File: src/rtl/aux_winner_detector_pkg.sv
// aux_winner_detector_pkg: shared types and constants for the aux winner detector.
//   state_t   compare pipeline states (IDLE -> COMPARE -> UPDATE)
//   NUM_AUX   number of aux channels
//   IDX_W     width of a channel index
//   CH0..CH3  channel index constants
package aux_winner_detector_pkg;
    localparam int NUM_AUX = 4;
    localparam int IDX_W = 2;
    localparam logic [IDX_W-1:0] CH0 = 2'd0;
    localparam logic [IDX_W-1:0] CH1 = 2'd1;
    localparam logic [IDX_W-1:0] CH2 = 2'd2;
    localparam logic [IDX_W-1:0] CH3 = 2'd3;
    typedef enum logic [1:0] {IDLE, COMPARE, UPDATE} state_t;
endpackage

File: src/rtl/aux_winner_detector_if.sv
// aux_winner_detector_if: sample input bus and result outputs of the winner detector.
//   en, sample_valid, aux0..aux3                     driven by the sample source (master)
//   network_output, winner_valid, result_valid,
//   winner_changed, avg_aux0..avg_aux3, overrun      driven by the detector (slave)
interface aux_winner_detector_if #(parameter int DATA_W = 12);
    logic              en;
    logic              sample_valid;
    logic [DATA_W-1:0] aux0, aux1, aux2, aux3;
    logic [1:0]        network_output;
    logic              winner_valid;
    logic              result_valid;
    logic              winner_changed;
    logic [DATA_W-1:0] avg_aux0, avg_aux1, avg_aux2, avg_aux3;
    logic              overrun;
    modport master (
        output en, sample_valid, aux0, aux1, aux2, aux3,
        input  network_output, winner_valid, result_valid, winner_changed,
               avg_aux0, avg_aux1, avg_aux2, avg_aux3, overrun
    );
    modport slave (
        input  en, sample_valid, aux0, aux1, aux2, aux3,
        output network_output, winner_valid, result_valid, winner_changed,
               avg_aux0, avg_aux1, avg_aux2, avg_aux3, overrun
    );
endinterface

File: src/rtl/aux_winner_detector_avg.sv
// aux_winner_detector_avg: one channel's window accumulator and truncating averager.
//   clk, rst      clock, synchronous active-high reset
//   clr           discard the partial window sum (average is held)
//   sample_valid  add din to the window
//   last          this sample completes the window (window count lives in the top)
//   din           channel measurement
//   avg           average of the last completed window
module aux_winner_detector_avg #(
    parameter int DATA_W   = 12,
    parameter int AVG_LOG2 = 2
) (
    input  logic              clk,
    input  logic              rst,
    input  logic              clr,
    input  logic              sample_valid,
    input  logic              last,
    input  logic [DATA_W-1:0] din,
    output logic [DATA_W-1:0] avg
);
    localparam int SW = DATA_W + AVG_LOG2;
    logic [SW-1:0] sum, total;
    // Sum is wide enough for 2^AVG_LOG2 full-scale samples, so it never wraps.
    assign total = sum + SW'(din);
    always_ff @(posedge clk) begin
        if (rst) begin
            sum <= '0;
            avg <= '0;
        end else if (clr) begin
            sum <= '0;
        end else if (sample_valid) begin
            sum <= last ? '0 : total;
            if (last) avg <= DATA_W'(total >> AVG_LOG2);
        end
    end
endmodule

File: src/rtl/aux_winner_detector.sv
// aux_winner_detector: picks the strongest of four averaged aux channels with hysteresis
// and N-window stability qualification.
//   clk, rst  clock, synchronous active-high reset
//   bus       aux_winner_detector_if.slave: en, sample_valid, aux0..3 in;
//             network_output, winner_valid, result_valid, winner_changed,
//             avg_aux0..3, overrun out
module aux_winner_detector
    import aux_winner_detector_pkg::*;
#(
    parameter int DATA_W     = 12,
    parameter int AVG_LOG2   = 2,
    parameter int HYST       = 16,
    parameter int STABLE_CNT = 3,
    parameter int MIN_LEVEL  = 256
) (
    input  logic clk,
    input  logic rst,
    aux_winner_detector_if.slave bus
);
    localparam int CW = AVG_LOG2 > 0 ? AVG_LOG2 : 1;
    logic [DATA_W-1:0] aux [NUM_AUX];
    logic [DATA_W-1:0] avg [NUM_AUX];
    logic [CW-1:0]     win_cnt;
    logic              last, win_done;
    state_t            state_q, state_d;
    logic [IDX_W-1:0]  cand_q, pending_q, pending_d, net_q, net_d, max_idx;
    logic [DATA_W-1:0] max_val;
    logic [3:0]        stab_q, stab_d, cnt;
    logic              below_q, wv_q, wv_d, rv_q, chg_q, chg_d, ovr_q, qualify, hyst_ok;
    assign aux[0] = bus.aux0;
    assign aux[1] = bus.aux1;
    assign aux[2] = bus.aux2;
    assign aux[3] = bus.aux3;
    // With AVG_LOG2=0 every strobe closes a window; win_cnt then stays at 0.
    assign last = (win_cnt == CW'((1 << AVG_LOG2) - 1));
    assign win_done = bus.sample_valid && last;
    for (genvar i = 0; i < NUM_AUX; i++) begin : g_ch
        aux_winner_detector_avg #(.DATA_W(DATA_W), .AVG_LOG2(AVG_LOG2)) u_avg (
            .clk(clk), .rst(rst), .clr(!bus.en), .sample_valid(bus.sample_valid),
            .last(last), .din(aux[i]), .avg(avg[i])
        );
    end
    // Argmax with strict compare so ties resolve to the lowest index.
    always_comb begin
        max_idx = CH0;
        max_val = avg[0];
        for (int k = 1; k < NUM_AUX; k++) begin
            if (avg[k] > max_val) begin
                max_val = avg[k];
                max_idx = IDX_W'(k);
            end
        end
    end
    // One extra bit keeps winner+HYST from wrapping near full scale.
    assign hyst_ok = {1'b0, avg[cand_q]} >= {1'b0, avg[net_q]} + (DATA_W+1)'(HYST);
    always_comb begin
        state_d   = state_q == IDLE ? (win_done ? COMPARE : IDLE) : state_q == COMPARE ? UPDATE : IDLE;
        pending_d = pending_q;
        stab_d    = stab_q;
        net_d     = net_q;
        wv_d      = wv_q;
        chg_d     = 1'b0;
        qualify   = 1'b0;
        cnt       = '0;
        if (state_q == UPDATE) begin
            qualify = !below_q && (!wv_q || (cand_q != net_q && hyst_ok));
            cnt     = cand_q == pending_q ? stab_q + 4'd1 : 4'd1;
            pending_d = qualify ? cand_q : '0;
            stab_d    = qualify ? cnt : '0;
            if (qualify && cnt == 4'(STABLE_CNT)) begin
                net_d  = cand_q;
                wv_d   = 1'b1;
                stab_d = '0;
                chg_d  = !wv_q || cand_q != net_q;
            end
        end
    end
    always_ff @(posedge clk) begin
        if (rst) begin
            win_cnt   <= '0;
            state_q   <= IDLE;
            cand_q    <= '0;
            below_q   <= 1'b0;
            pending_q <= '0;
            stab_q    <= '0;
            net_q     <= '0;
            wv_q      <= 1'b0;
            rv_q      <= 1'b0;
            chg_q     <= 1'b0;
            ovr_q     <= 1'b0;
        end else if (!bus.en) begin
            win_cnt   <= '0;
            state_q   <= IDLE;
            pending_q <= '0;
            stab_q    <= '0;
            rv_q      <= 1'b0;
            chg_q     <= 1'b0;
            ovr_q     <= 1'b0;
        end else begin
            if (bus.sample_valid) win_cnt <= last ? '0 : win_cnt + CW'(1);
            state_q   <= state_d;
            if (state_q == COMPARE) begin
                cand_q  <= max_idx;
                below_q <= {1'b0, max_val} < (DATA_W+1)'(MIN_LEVEL);
            end
            pending_q <= pending_d;
            stab_q    <= stab_d;
            net_q     <= net_d;
            wv_q      <= wv_d;
            rv_q      <= state_q == UPDATE;
            chg_q     <= chg_d;
            // A window landing while a compare is in flight is averaged but not judged.
            ovr_q     <= ovr_q | (win_done && state_q != IDLE);
        end
    end
    assign bus.network_output = net_q;
    assign bus.winner_valid   = wv_q;
    assign bus.result_valid   = rv_q;
    assign bus.winner_changed = chg_q;
    assign bus.avg_aux0       = avg[0];
    assign bus.avg_aux1       = avg[1];
    assign bus.avg_aux2       = avg[2];
    assign bus.avg_aux3       = avg[3];
    assign bus.overrun        = ovr_q;
endmodule

File: src/flat_wrapper.sv
// flat-port wrapper written by rule: the top's interface ports become plain ports
module aux_winner_detector_flat import aux_winner_detector_pkg::*;
#(
    parameter int DATA_W     = 12,
    parameter int AVG_LOG2   = 2,
    parameter int HYST       = 16,
    parameter int STABLE_CNT = 3,
    parameter int MIN_LEVEL  = 256
)
  (clk, rst, bus_en, bus_sample_valid, bus_aux0, bus_aux1, bus_aux2, bus_aux3, bus_network_output, bus_winner_valid, bus_result_valid, bus_winner_changed, bus_avg_aux0, bus_avg_aux1, bus_avg_aux2, bus_avg_aux3, bus_overrun);
  aux_winner_detector_if #(.DATA_W(DATA_W)) bus_i ();
  input  logic clk;
  input  logic rst;
  input wire logic [$bits(bus_i.en)-1:0] bus_en;
  input wire logic [$bits(bus_i.sample_valid)-1:0] bus_sample_valid;
  input wire logic [$bits(bus_i.aux0)-1:0] bus_aux0;
  input wire logic [$bits(bus_i.aux1)-1:0] bus_aux1;
  input wire logic [$bits(bus_i.aux2)-1:0] bus_aux2;
  input wire logic [$bits(bus_i.aux3)-1:0] bus_aux3;
  output wire logic [$bits(bus_i.network_output)-1:0] bus_network_output;
  output wire logic [$bits(bus_i.winner_valid)-1:0] bus_winner_valid;
  output wire logic [$bits(bus_i.result_valid)-1:0] bus_result_valid;
  output wire logic [$bits(bus_i.winner_changed)-1:0] bus_winner_changed;
  output wire logic [$bits(bus_i.avg_aux0)-1:0] bus_avg_aux0;
  output wire logic [$bits(bus_i.avg_aux1)-1:0] bus_avg_aux1;
  output wire logic [$bits(bus_i.avg_aux2)-1:0] bus_avg_aux2;
  output wire logic [$bits(bus_i.avg_aux3)-1:0] bus_avg_aux3;
  output wire logic [$bits(bus_i.overrun)-1:0] bus_overrun;
  assign bus_i.en = bus_en;
  assign bus_i.sample_valid = bus_sample_valid;
  assign bus_i.aux0 = bus_aux0;
  assign bus_i.aux1 = bus_aux1;
  assign bus_i.aux2 = bus_aux2;
  assign bus_i.aux3 = bus_aux3;
  assign bus_network_output = bus_i.network_output;
  assign bus_winner_valid = bus_i.winner_valid;
  assign bus_result_valid = bus_i.result_valid;
  assign bus_winner_changed = bus_i.winner_changed;
  assign bus_avg_aux0 = bus_i.avg_aux0;
  assign bus_avg_aux1 = bus_i.avg_aux1;
  assign bus_avg_aux2 = bus_i.avg_aux2;
  assign bus_avg_aux3 = bus_i.avg_aux3;
  assign bus_overrun = bus_i.overrun;
  aux_winner_detector #(.DATA_W(DATA_W), .AVG_LOG2(AVG_LOG2), .HYST(HYST), .STABLE_CNT(STABLE_CNT), .MIN_LEVEL(MIN_LEVEL)) u_core (.clk(clk), .rst(rst), .bus(bus_i));
endmodule
File: config.mk
export PLATFORM = sky130hd
export DESIGN_NAME = aux_winner_detector_flat
export DESIGN_NICKNAME = d
export VERILOG_FILES = /design/src/rtl/aux_winner_detector_pkg.sv /design/src/rtl/aux_winner_detector_if.sv /design/src/rtl/aux_winner_detector_avg.sv /design/src/rtl/aux_winner_detector.sv /design/src/flat_wrapper.sv
export SDC_FILE = /design/constraint.sdc
export NUM_CORES = 1
export LEC_CHECK = 0
export CAP_MARGIN = 20
export CORE_MARGIN = 2
export CORE_UTILIZATION = 55
export DETAILED_ROUTE_END_ITERATION = 12
export PLACE_DENSITY = 0.79
export SETUP_SLACK_MARGIN = 0.1
export SYNTH_ARGS = -nofsm -noshare
export SYNTH_HDL_FRONTEND = slang
export SYNTH_SLANG_ARGS = --single-unit
File: constraint.sdc
create_clock -name clk -period 7.28 [get_ports clk]
set_input_delay 1.092 -clock clk [delete_from_list [all_inputs] [get_ports clk]]
set_output_delay 1.092 -clock clk [all_outputs]
set_load 0.1 [all_outputs]
# Yosys cells after proc, flatten, opt, wreduce, memory -nomap -nowiden
# Index checks and enable logic that the tools add are counted.
[classes] reduce_logical=16 n_eq_ne=6 add_sub_neg=7 n_lt_le_gt_ge=7 muxes=24 bitwise_logic=6
[op_table] op="two-way mux 12 bit" count=7
[op_table] op="adder 14 x 12 -> 14 bit" count=4
[op_table] op="two-way mux 14 bit" count=4
[op_table] op="binary-select mux 12 bit (select 2 bit)" count=2
[op_table] op="> comparator 12 bit" count=3
[op_table] op="adder 12 x 5 -> 13 bit (second input constant)" count=1
[op_table] op=">= comparator 12 x 13 -> 1 bit" count=1
[op_table] op="less-than comparator 12 x 9 -> 1 bit (second input constant)" count=1
[op_table] op="two-way mux 2 bit" count=6
[op_table] op="two-way mux 4 bit" count=3
[op_table] op=">= comparator 3 bit (second input constant)" count=2
[op_table] op="inverter 2 -> 3 bit" count=2
[op_table] op="AND reduction 3 bit" count=2
[op_table] op="logical AND 1 bit" count=5
[op_table] op="adder 4 x 1 -> 4 bit (second input constant)" count=1
[op_table] op="equality test 2 bit (second input constant)" count=2
[op_table] op="equality test 4 x 2 -> 1 bit (second input constant)" count=1
[op_table] op="OR reduction 4 bit" count=1
[op_table] op="inverter 1 bit" count=3
[op_table] op="adder 2 x 1 -> 2 bit (second input constant)" count=1
[op_table] op="equality test 2 x 1 -> 1 bit (second input constant)" count=1
[op_table] op="equality test 2 bit" count=1
[op_table] op="logical NOT 1 bit" count=2
[op_table] op="logical NOT 2 bit" count=1
[op_table] op="other kinds (7)" count=9
[totals] register_bits=123 output_inout_bits=54 wordCells=85

# Logic depth before layout (Yosys ltp)
# Gate-level depths: netlist (run 1).
[depth] word_depth=12 mapped_depth=25 mapped_depth_nobuf=23

# By module
# A second synthesis (run 1) with hierarchy kept.
[unflattened] hier_cells=1168 hier_area_um2=9918.3
[by_module_without_submodules] module="aux_winner_detector_avg" area_per_inst_um2=1722.9 seq_area_each_um2=520.5 cells_each=209 instances=4
[by_module_without_submodules] module="aux_winner_detector" area_per_inst_um2=3026.7 seq_area_each_um2=380.4 cells_each=332 instances=1

# Least setup slack after synthesis (run 1)
# OpenSTA, ideal clock, no wires.
[synth_timing] path_kind="reg-to-reg" start="register u_core.g_ch[0].u_avg.avg[9]" end="register u_core.below_q" t_arrival_ps=5531 stages_incl_launch_ff=25 n_path_buf=2 t_required_ps=7189 path_slack_ps=1658 cell_sequence="dfxtp_1 > inv_1 > ha_1 > a21oi_1 > o21ai_0 > o31ai_4 > buf_4 > mux2_2 > ha_1 > nor2b_1 > o211ai_1 > a21oi_1 > o21bai_1 > a21oi_1 > clkbuf_1 > nand2b_1 > o21ai_0 > ha_1 > a21oi_1 > o211ai_1 > a31o_2 > a221oi_1 > a21o_1 > nand3b_1 > a311oi_1"
[synth_between] elab_chain_cells=7
[synth_lines] element="from (decl)" line_no="aux_winner_detector_avg.sv:18" source="output logic [DATA_W-1:0] avg"
[synth_lines] element="from (signal assigned)" line_no="aux_winner_detector_avg.sv:32" source="if (last) avg <= DATA_W'(total >> AVG_LOG2);"
[synth_lines] element="> comparator 12 bit" line_no="aux_winner_detector.sv:48" source="if (avg[k] > max_val) begin"
[synth_lines] element="two-way mux 12 bit (*)" line_no="aux_winner_detector.sv:48"
[synth_lines] element="> comparator 12 bit" line_no="aux_winner_detector.sv:48"
[synth_lines] element="two-way mux 12 bit (*)" line_no="aux_winner_detector.sv:48"
[synth_lines] element="> comparator 12 bit" line_no="aux_winner_detector.sv:48"
[synth_lines] element="two-way mux 12 bit (*)" line_no="aux_winner_detector.sv:48"
[synth_lines] element="less-than comparator 12 x 9 -> 1 bit (*)" line_no="aux_winner_detector.sv:104" source="below_q <= {1'b0, max_val} < (DATA_W+1)'(MIN_LEVEL);"
[synth_lines] element="to (signal assigned)" line_no="aux_winner_detector.sv:104"
[synth_lines] element="to (decl)" line_no="aux_winner_detector.sv:29" source="logic below_q, wv_q, wv_d, rv_q, chg_q, chg_d, ovr_q, qualify, hyst_ok;"
# Every way passes the cells marked *; elsewhere a longest branch is shown, timed or not.
# A chain may end at the register's enable or synchronous reset.

# Final worst setup path (run 1)
# Same ends and word-level chain as after synthesis.

==> flow_metrics.py, run 1 <==
metrics = {
    "power": {
        "p_int_w": 0.001411,
        "power_switching_w": 0.0004558,
        "p_comb_frac": 0.125,
        "irDropWorstVdd_uv": 160.3,
        "pwr-share-seq": 0.372,
        "clockPowerShare": 0.504,
        "sw_frac_of_total": 0.2442,
        "p_leak_nw": 4.206,
        "power_density_nw_per_um2": 177.0,
    },
    "global_route": {
        "grt_pass1_wl_um": 38920,
        "grt-ovfl-total": 0,
        "grt_antenna_before_repair": 0,
        "grt_pass1_vias": 7583,
        "track_usage": 0.2950,
        "grt_max_degree": 64,
    },
    "sta": {
        "setup_viol": 0,
        "fmax_mhz": 161.2,
        "relSlewSlack": 0.3166,
        "fin_crit_ns": 6.203,
        "fin_skew_ns": 0.005361,
        "setup_ws_ns": 1.077,
        "tightest_slew_ns": 1.022,
        "drv_slew": 0,
        "holdWs_ns": 0.4773,
        "setup_tns_ns": 0,
        "hold_violations": 0,
        "period_share": 0.8521,
        "rsz0062_at_grt": "no",
    },
    "route": {
        "totalWireLength_um": 24330,
        "drt_iter0_markers": 836,
        "wl_per_cell_um": 18.52,
        "antenna_left": 0,
        "drc": 0,
        "dr_total_vias": 8079,
        "routed_via_density": 6.148,
        "drtPass1Iterations": 5,
    },
    "critical_path": {
        "end_kind": "flop",
        "worst-r2r-cell-count": 22,
        "cp.required_ns": 7.60,
        "path_max_fanout": 17,
        "startpoint_type": "flop",
        "cp_data_arrival_time_ns": 6.53,
        "path_class": "flop to flop",
    },
    "synthesis": {
        "synth.avg_cell_area_um2": 8.666,
        "synth_nets": 1159,
        "ys_ff_latch": 123,
        "synth_cell_types": 71,
        "postSynthCellCount": 1004,
        "ys_seq_area_frac": 0.2830,
        "yosysWarnings": 0,
        "synth_edf_count": 0,
        "synth-main-ff-cell": "dfxtp_1",
        "async_reset_ff_frac": 0,
        "netlist_area_um2": 8701,
    },
    "final_layout": {
        "diodes": 0,
        "areaGrowthSynthToFinish_pct": 21.20,
        "final_common_cell": "dfxtp_1",
        "final_cell_mix": "dfxtp_1, clkdlybuf4s50_1, nor2_1, ha_1, a21oi_1",
        "final_nets": 1245,
        "layout-drive-gt1-share": 0.07797,
        "fillers": 1247,
    },
    "placed_design": {
        "io_buffers": 105,
        "dpl_worst_slack_ns": 1.340,
        "place_congestion": 0.9382,
        "dp_hpwl_um": 17140,
    },
    "die": {
        "ioPinCount": 106,
        "dieArea_um2": 16840,
        "die_h_um": 129.8,
        "core.rowCount": 45,
        "core_area_um2": 15310,
        "die_w_um": 129.8,
        "start_util": 0.5681,
    },
    "clock_tree": {
        "cts_setup_buffers": 0,
        "tritoncts": "done",
        "cts_resized": 0,
        "clk_latency_ns": 0.42,
        "cts-root-buf": "clkbuf_16",
        "numCtsBuffers": 17,
        "hold_buffers": 0,
        "cts_htree_levels": 4,
        "clk_path_buf_depth": 2,
        "cts.clk_slew.worst_paths_ns": 0.06,
        "clock-sinks": 123,
    },
    "run": {
        "cap_violations": 0,
    },
    "hold_path": {
        "hold_class": "flop to flop",
        "holdPathStages": 1,
    },
    "status": {
        "status": "completed",
    },
}
flip-flops by register name (all words and copies together), names as in the netlist:
signal / count
u_core.bus.network_output: 2
u_core.g_ch.u_avg.avg: 48
u_core.cand_q: 2
u_core.bus.winner_changed: 1
u_core.state_q: 2
u_core.stab_q: 4
u_core.win_cnt: 2
u_core.below_q: 1
u_core.pending_q: 2
u_core.bus.overrun: 1
u_core.g_ch.u_avg.sum: 56
u_core.bus.winner_valid: 1
u_core.bus.result_valid: 1
critical path: stages (launching register included):
cell      delay, ns
dfxtp_1        0.44
inv_1          0.09
ha_1           0.30
a21oi_1        0.20
o21ai_0        0.18
o31ai_4        0.81
mux2_2         0.43
ha_1           0.17
nor2b_1        0.10
o211ai_1       0.09
a21oi_1        0.13
o21bai_1       0.08
a21oi_1        0.78
inv_1          0.37
o21ai_0        0.29
ha_1           0.28
a21oi_1        0.15
o211ai_1       0.10
a31o_2         0.25
a221oi_1       0.23
a21o_1         0.22
nand3b_1       0.11
a311oi_1       0.30
area by class of cell:
type | count | area [um^2] | area share
inverters | 30 | 112.6 | 0.01068
well taps | 211 | 264.0 | 0.02504
clock buffers | 21 | 460.4 | 0.04366
clock inverters | 11 | 191.4 | 0.01815
flip-flops and latches | 123 | 2462 | 0.2335
multi-input cells | 803 | 5933 | 0.5626
repair buffers | 115 | 1121 | 0.1063
worst paths after layout:
| check | startpoint | to | slack [ns] |
|---|---|---|---|
| worst max register to register | u_core.g_ch[0].u_avg.avg[9] | u_core.below_q | 1.08 |
| worst max-delay path | u_core.g_ch[0].u_avg.avg[9] | u_core.below_q | 1.08 |
| worst min register to register | u_core.state_q[1] | u_core.state_q[1] | 0.48 |
| worst min-delay path | u_core.state_q[1] | u_core.state_q[1] | 0.48 |
Yosys cell counts (all sizes together) (15+ instances only):
cell / count / share of area
a211oi: 16 / 0.014
a21o: 21 / 0.018
a21oi: 88 / 0.051
a22oi: 33 / 0.028
clkbuf: 35 / 0.015
dfxtp: 123 / 0.28
ha: 99 / 0.14
inv: 30 / 0.013
mux4: 24 / 0.063
nand2: 81 / 0.035
nand2b: 26 / 0.019
nand3: 24 / 0.015
nand3b: 15 / 0.013
nor2: 104 / 0.045
nor3: 21 / 0.012
o21ai: 51 / 0.029
xnor2: 25 / 0.025
xor2: 25 / 0.025
through the flow:
step	area, um^2	utilization	std cells	power (W)
2_1_floorplan	8701	-	1004	0.0008608
3_3_place_gp	9893	0.6460	1282	0.0009315
3_5_place_dp	9893	0.6460	1282	0.0009347
4_1_cts	10550	0.6886	1314	0.001878
5_1_grt	10550	0.6886	1314	0.001933
6_report	10550	0.6886	1314	0.001866
cell families (layout without fill, tap and decap cells):
logic type,Yosys count,after routing,synth area share
AO/OA/AOI/OAI,283,283,0.2124
XOR/XNOR,50,50,0.05033
adder cells (fa/ha/maj),103,103,0.1516
buffers and inverters,78,177,0.03624
flip-flops,123,123,0.2830
multiplexers,41,41,0.08254
AND/OR/NAND/NOR,326,326,0.1839
routing by layer:
layer,share of wire,vias up,GRT usage
met2,0.44,377,0.4623
met3,0.092,30,0.06601
met5,0,-,0
met4,0.014,0,0.07590
li1,-,3848,-
met1,0.45,3824,0.4144
power by group through the flow:
stage               clock network [W]  registers (W)  logic [W]
detailed placement                  0       0.000708   0.000227
global route                 0.000983       0.000695   0.000256
global placement                    0       0.000707   0.000224
finish                       0.000940       0.000694   0.000233
CTS                          0.000954       0.000694   0.000230
floorplan                           0       0.000707   0.000154
Note: power is estimated with default switching activity, not from simulation.
==> run 2: changes to the inputs <==
Settings changed: CTS_CLUSTER_SIZE set to 28, PLACE_DENSITY 0.79 to 0.78, SYNTH_HIERARCHICAL set to 1.
Clock period 7.28 ns to 6.7 ns, I/O delays scaled along.
==> run 2 against run 1 <==
Global-route usage is 0.47 points lower. Fmax is 3.5% higher. Sequential share of layout area is 2.2 points lower. First-iteration DRC count is 8.0% higher. Critical path depth is 2 lower. Clock-buffer cell count is 1 higher. Worst hold slack worse by 0.018 ns. Via count is 20% higher. Critical path type unchanged. Critical endpoint is now u_core/below_q. Largest cell class unchanged.
==> flow_metrics.py, run 2 <==
metrics = {
    "status": {
        "status": "completed",
    },
    "synthesis": {
        "synth_nets": 1323,
        "async_reset_ff_frac": 0,
        "synth.avg_cell_area_um2": 8.492,
        "postSynthCellCount": 1168,
        "netlist_area_um2": 9918,
        "yosysMostFrequentCell": "dfxtp_1",
        "ys_ff_latch": 123,
        "ys_seq_area_frac": 0.2483,
        "synth-main-ff-cell": "dfxtp_1",
        "yosysWarnings": 6,
        "ys_top_cells_by_area": "dfxtp_1, ha_1, nand2_1",
        "synth_area_leader_cell": "dfxtp_1",
        "synth_cell_types": 71,
        "synthDominantCellAreaShare": 0.2483,
        "synth_edf_count": 0,
        "synth_common_cells": "dfxtp_1, nand2_1, nor2_1",
    },
    "critical_path": {
        "r2r_setup_slack_ns": 0.71,
        "cp_data_arrival_time_ns": 6.31,
        "path_class": "flop to flop",
        "worst-r2r-cell-count": 20,
        "reg2reg_from": "u_core/g_ch[0].u_avg/avg[10]",
        "cp.required_ns": 7.02,
        "end_kind": "flop",
        "rr_endpoint": "u_core/below_q",
        "path_max_fanout": 25,
        "startpoint_type": "flop",
    },
    "sta": {
        "rsz0062_at_grt": "no",
        "tightest_slew_ns": 1.109,
        "relSlewSlack": 0.2584,
        "setup_ws_ns": 0.7077,
        "setup_tns_ns": 0,
        "fin_skew_ns": 0.009248,
        "fin_crit_ns": 5.992,
        "period_share": 0.8944,
        "setup_viol": 0,
        "hold_violations": 0,
        "holdWs_ns": 0.4592,
        "drv_slew": 0,
        "fmax_mhz": 166.9,
    },
    "final_layout": {
        "final_nets": 1406,
        "regMostFlops": "u_core/g_ch.u_avg/sum",
        "final_cell_mix": "dfxtp_1, nand2_1, nor2_1, clkdlybuf4s50_1, ha_1",
        "utilization": 0.6526,
        "largest_reg_flops": 56,
        "largestRegisters": "u_core/g_ch.u_avg/sum: 56 flops, u_core/g_ch.u_avg/avg: 48 flops, u_core/stab_q: 4 flops",
        "fillers": 1483,
        "diodes": 0,
        "areaGrowthSynthToFinish_pct": 17.38,
        "layout-drive-gt1-share": 0.08875,
        "final_common_cell": "dfxtp_1",
    },
    "power": {
        "power_w": 0.002041,
        "irDropWorstVdd_uv": 157.4,
        "power_density_nw_per_um2": 175.3,
        "p_leak_nw": 4.781,
    },
    "route": {
        "totalWireLength_um": 28410,
        "drt_iter0_markers": 903,
        "routed_via_density": 6.509,
        "dr_total_vias": 9705,
        "drc": 0,
        "wl_per_cell_um": 19.05,
        "drtPass1Iterations": 7,
        "antenna_left": 0,
    },
    "global_route": {
        "track_usage": 0.2902,
        "grt_pass1_wl_um": 45670,
        "grt_pass1_vias": 8982,
        "grt-ovfl-total": 0,
        "grt_max_degree": 56,
        "grt_antenna_before_repair": 0,
    },
    "clock_tree": {
        "clk_latency_ns": 0.42,
        "tritoncts": "done",
        "cts_setup_buffers": 0,
        "cts_htree_levels": 4,
        "cts.clk_slew.worst_paths_ns": 0.05,
        "hold_buffers": 0,
        "numCtsBuffers": 17,
        "clk_path_buf_depth": 2,
        "clock-sinks": 123,
        "cts_resized": 0,
        "cts-root-buf": "clkbuf_16",
    },
    "hold_path": {
        "hp-start": "u_core/g_ch[3].u_avg/sum[10]",
        "holdPathStages": 2,
        "hold_class": "flop to flop",
        "min_to": "u_core/g_ch[3].u_avg/sum[10]",
    },
    "die": {
        "core.rowCount": 49,
        "start_util": 0.5559,
        "die_w_um": 138.3,
        "core_area_um2": 17840,
        "ioPinCount": 106,
        "dieArea_um2": 19120,
        "die_h_um": 138.3,
    },
    "run": {
        "cap_violations": 0,
    },
    "placed_design": {
        "dp_hpwl_um": 20840,
        "io_buffers": 105,
        "dpl_worst_slack_ns": 0.8551,
        "place_congestion": 0.9863,
    },
}
## run 2: cells by family after synthesis
| kind of cell | count (synthesis) | share of synthesized area |
|---|---|---|
| simple gates | 473 | 0.2483 |
| fa+ha+maj | 103 | 0.1330 |
| flops | 123 | 0.2483 |
| compound gates | 314 | 0.2228 |
| buf+inv | 77 | 0.03986 |
| mux | 47 | 0.08048 |
| xor+xnor | 31 | 0.02737 |
## run 2: through the flow
stage          instances  area [um^2]
2_1_floorplan       1168         9918
3_3_place_gp        1461        11020
3_5_place_dp        1461        11020
4_1_cts             1491        11640
5_1_grt             1491        11640
6_report            1491        11640
## run 2: how the worst max path moves through the flow
stage / from / end / cells past startpoint / slack (ns)
6_report: u_core/g_ch[0].u_avg/avg[10] / u_core/below_q / 20 / 0.71
5_1_grt: u_core/g_ch[0].u_avg/avg[9] / u_core/below_q / 22 / 0.18
4_1_cts: u_core/g_ch[0].u_avg/avg[10] / u_core/below_q / 21 / 0.83
3_5_place_dp: u_core/g_ch[0].u_avg/avg[10] / u_core/below_q / 21 / 0.86
3_3_place_gp: u_core/g_ch[0].u_avg/avg[10] / u_core/below_q / 20 / 0.98
2_1_floorplan: u_core/g_ch[0].u_avg/avg[1] / u_core/below_q / 23 / 0.70
## run 2: cell type report
class                           instances  area [um^2]  area share
Tap cell                              229        286.5     0.02461
Multi-Input combinational cell        968         7061      0.6064
Sequential cell                       123         2462      0.2115
Inverter                               28        105.1    0.009027
Clock inverter                          8        167.7     0.01440
Clock buffer                           22        454.2     0.03901
Timing Repair Buffer                  113         1106     0.09500
## run 2: worst max-delay path, cell delays in order, from the launching register on
cell and delay (ns):
dfxtp_1 0.45, inv_1 0.07, ha_1 0.32, nand4_1 0.16, a211o_1 0.30, a21oi_1 0.65, buf_4 0.32, mux2i_1 0.26
ha_1 0.28, a21oi_1 0.15, nor2_1 0.06, a2111oi_0 0.41, a21o_1 0.61, o21ai_0 0.18, ha_1 0.32, a21o_1 0.18
a21o_1 0.17, a211oi_1 0.24, a21oi_1 0.18, a2111o_1 0.37, o32ai_1 0.22
## run 2: layer usage
metal | track usage | part of all wire | up-vias
met2 | 0.4567 | 0.45 | 456
met1 | 0.3927 | 0.44 | 4572
met3 | 0.06269 | 0.082 | 69
met4 | 0.1096 | 0.030 | 0
li1 | - | - | 4608
met5 | 0 | 0 | -
## run 2: power breakdown
group / switching [W] / internal, W
Clock: 0.000331 / 0.000664
Sequential: 0.00000877 / 0.000745
Combinational: 0.000171 / 0.000121
Total: 0.000510 / 0.00153
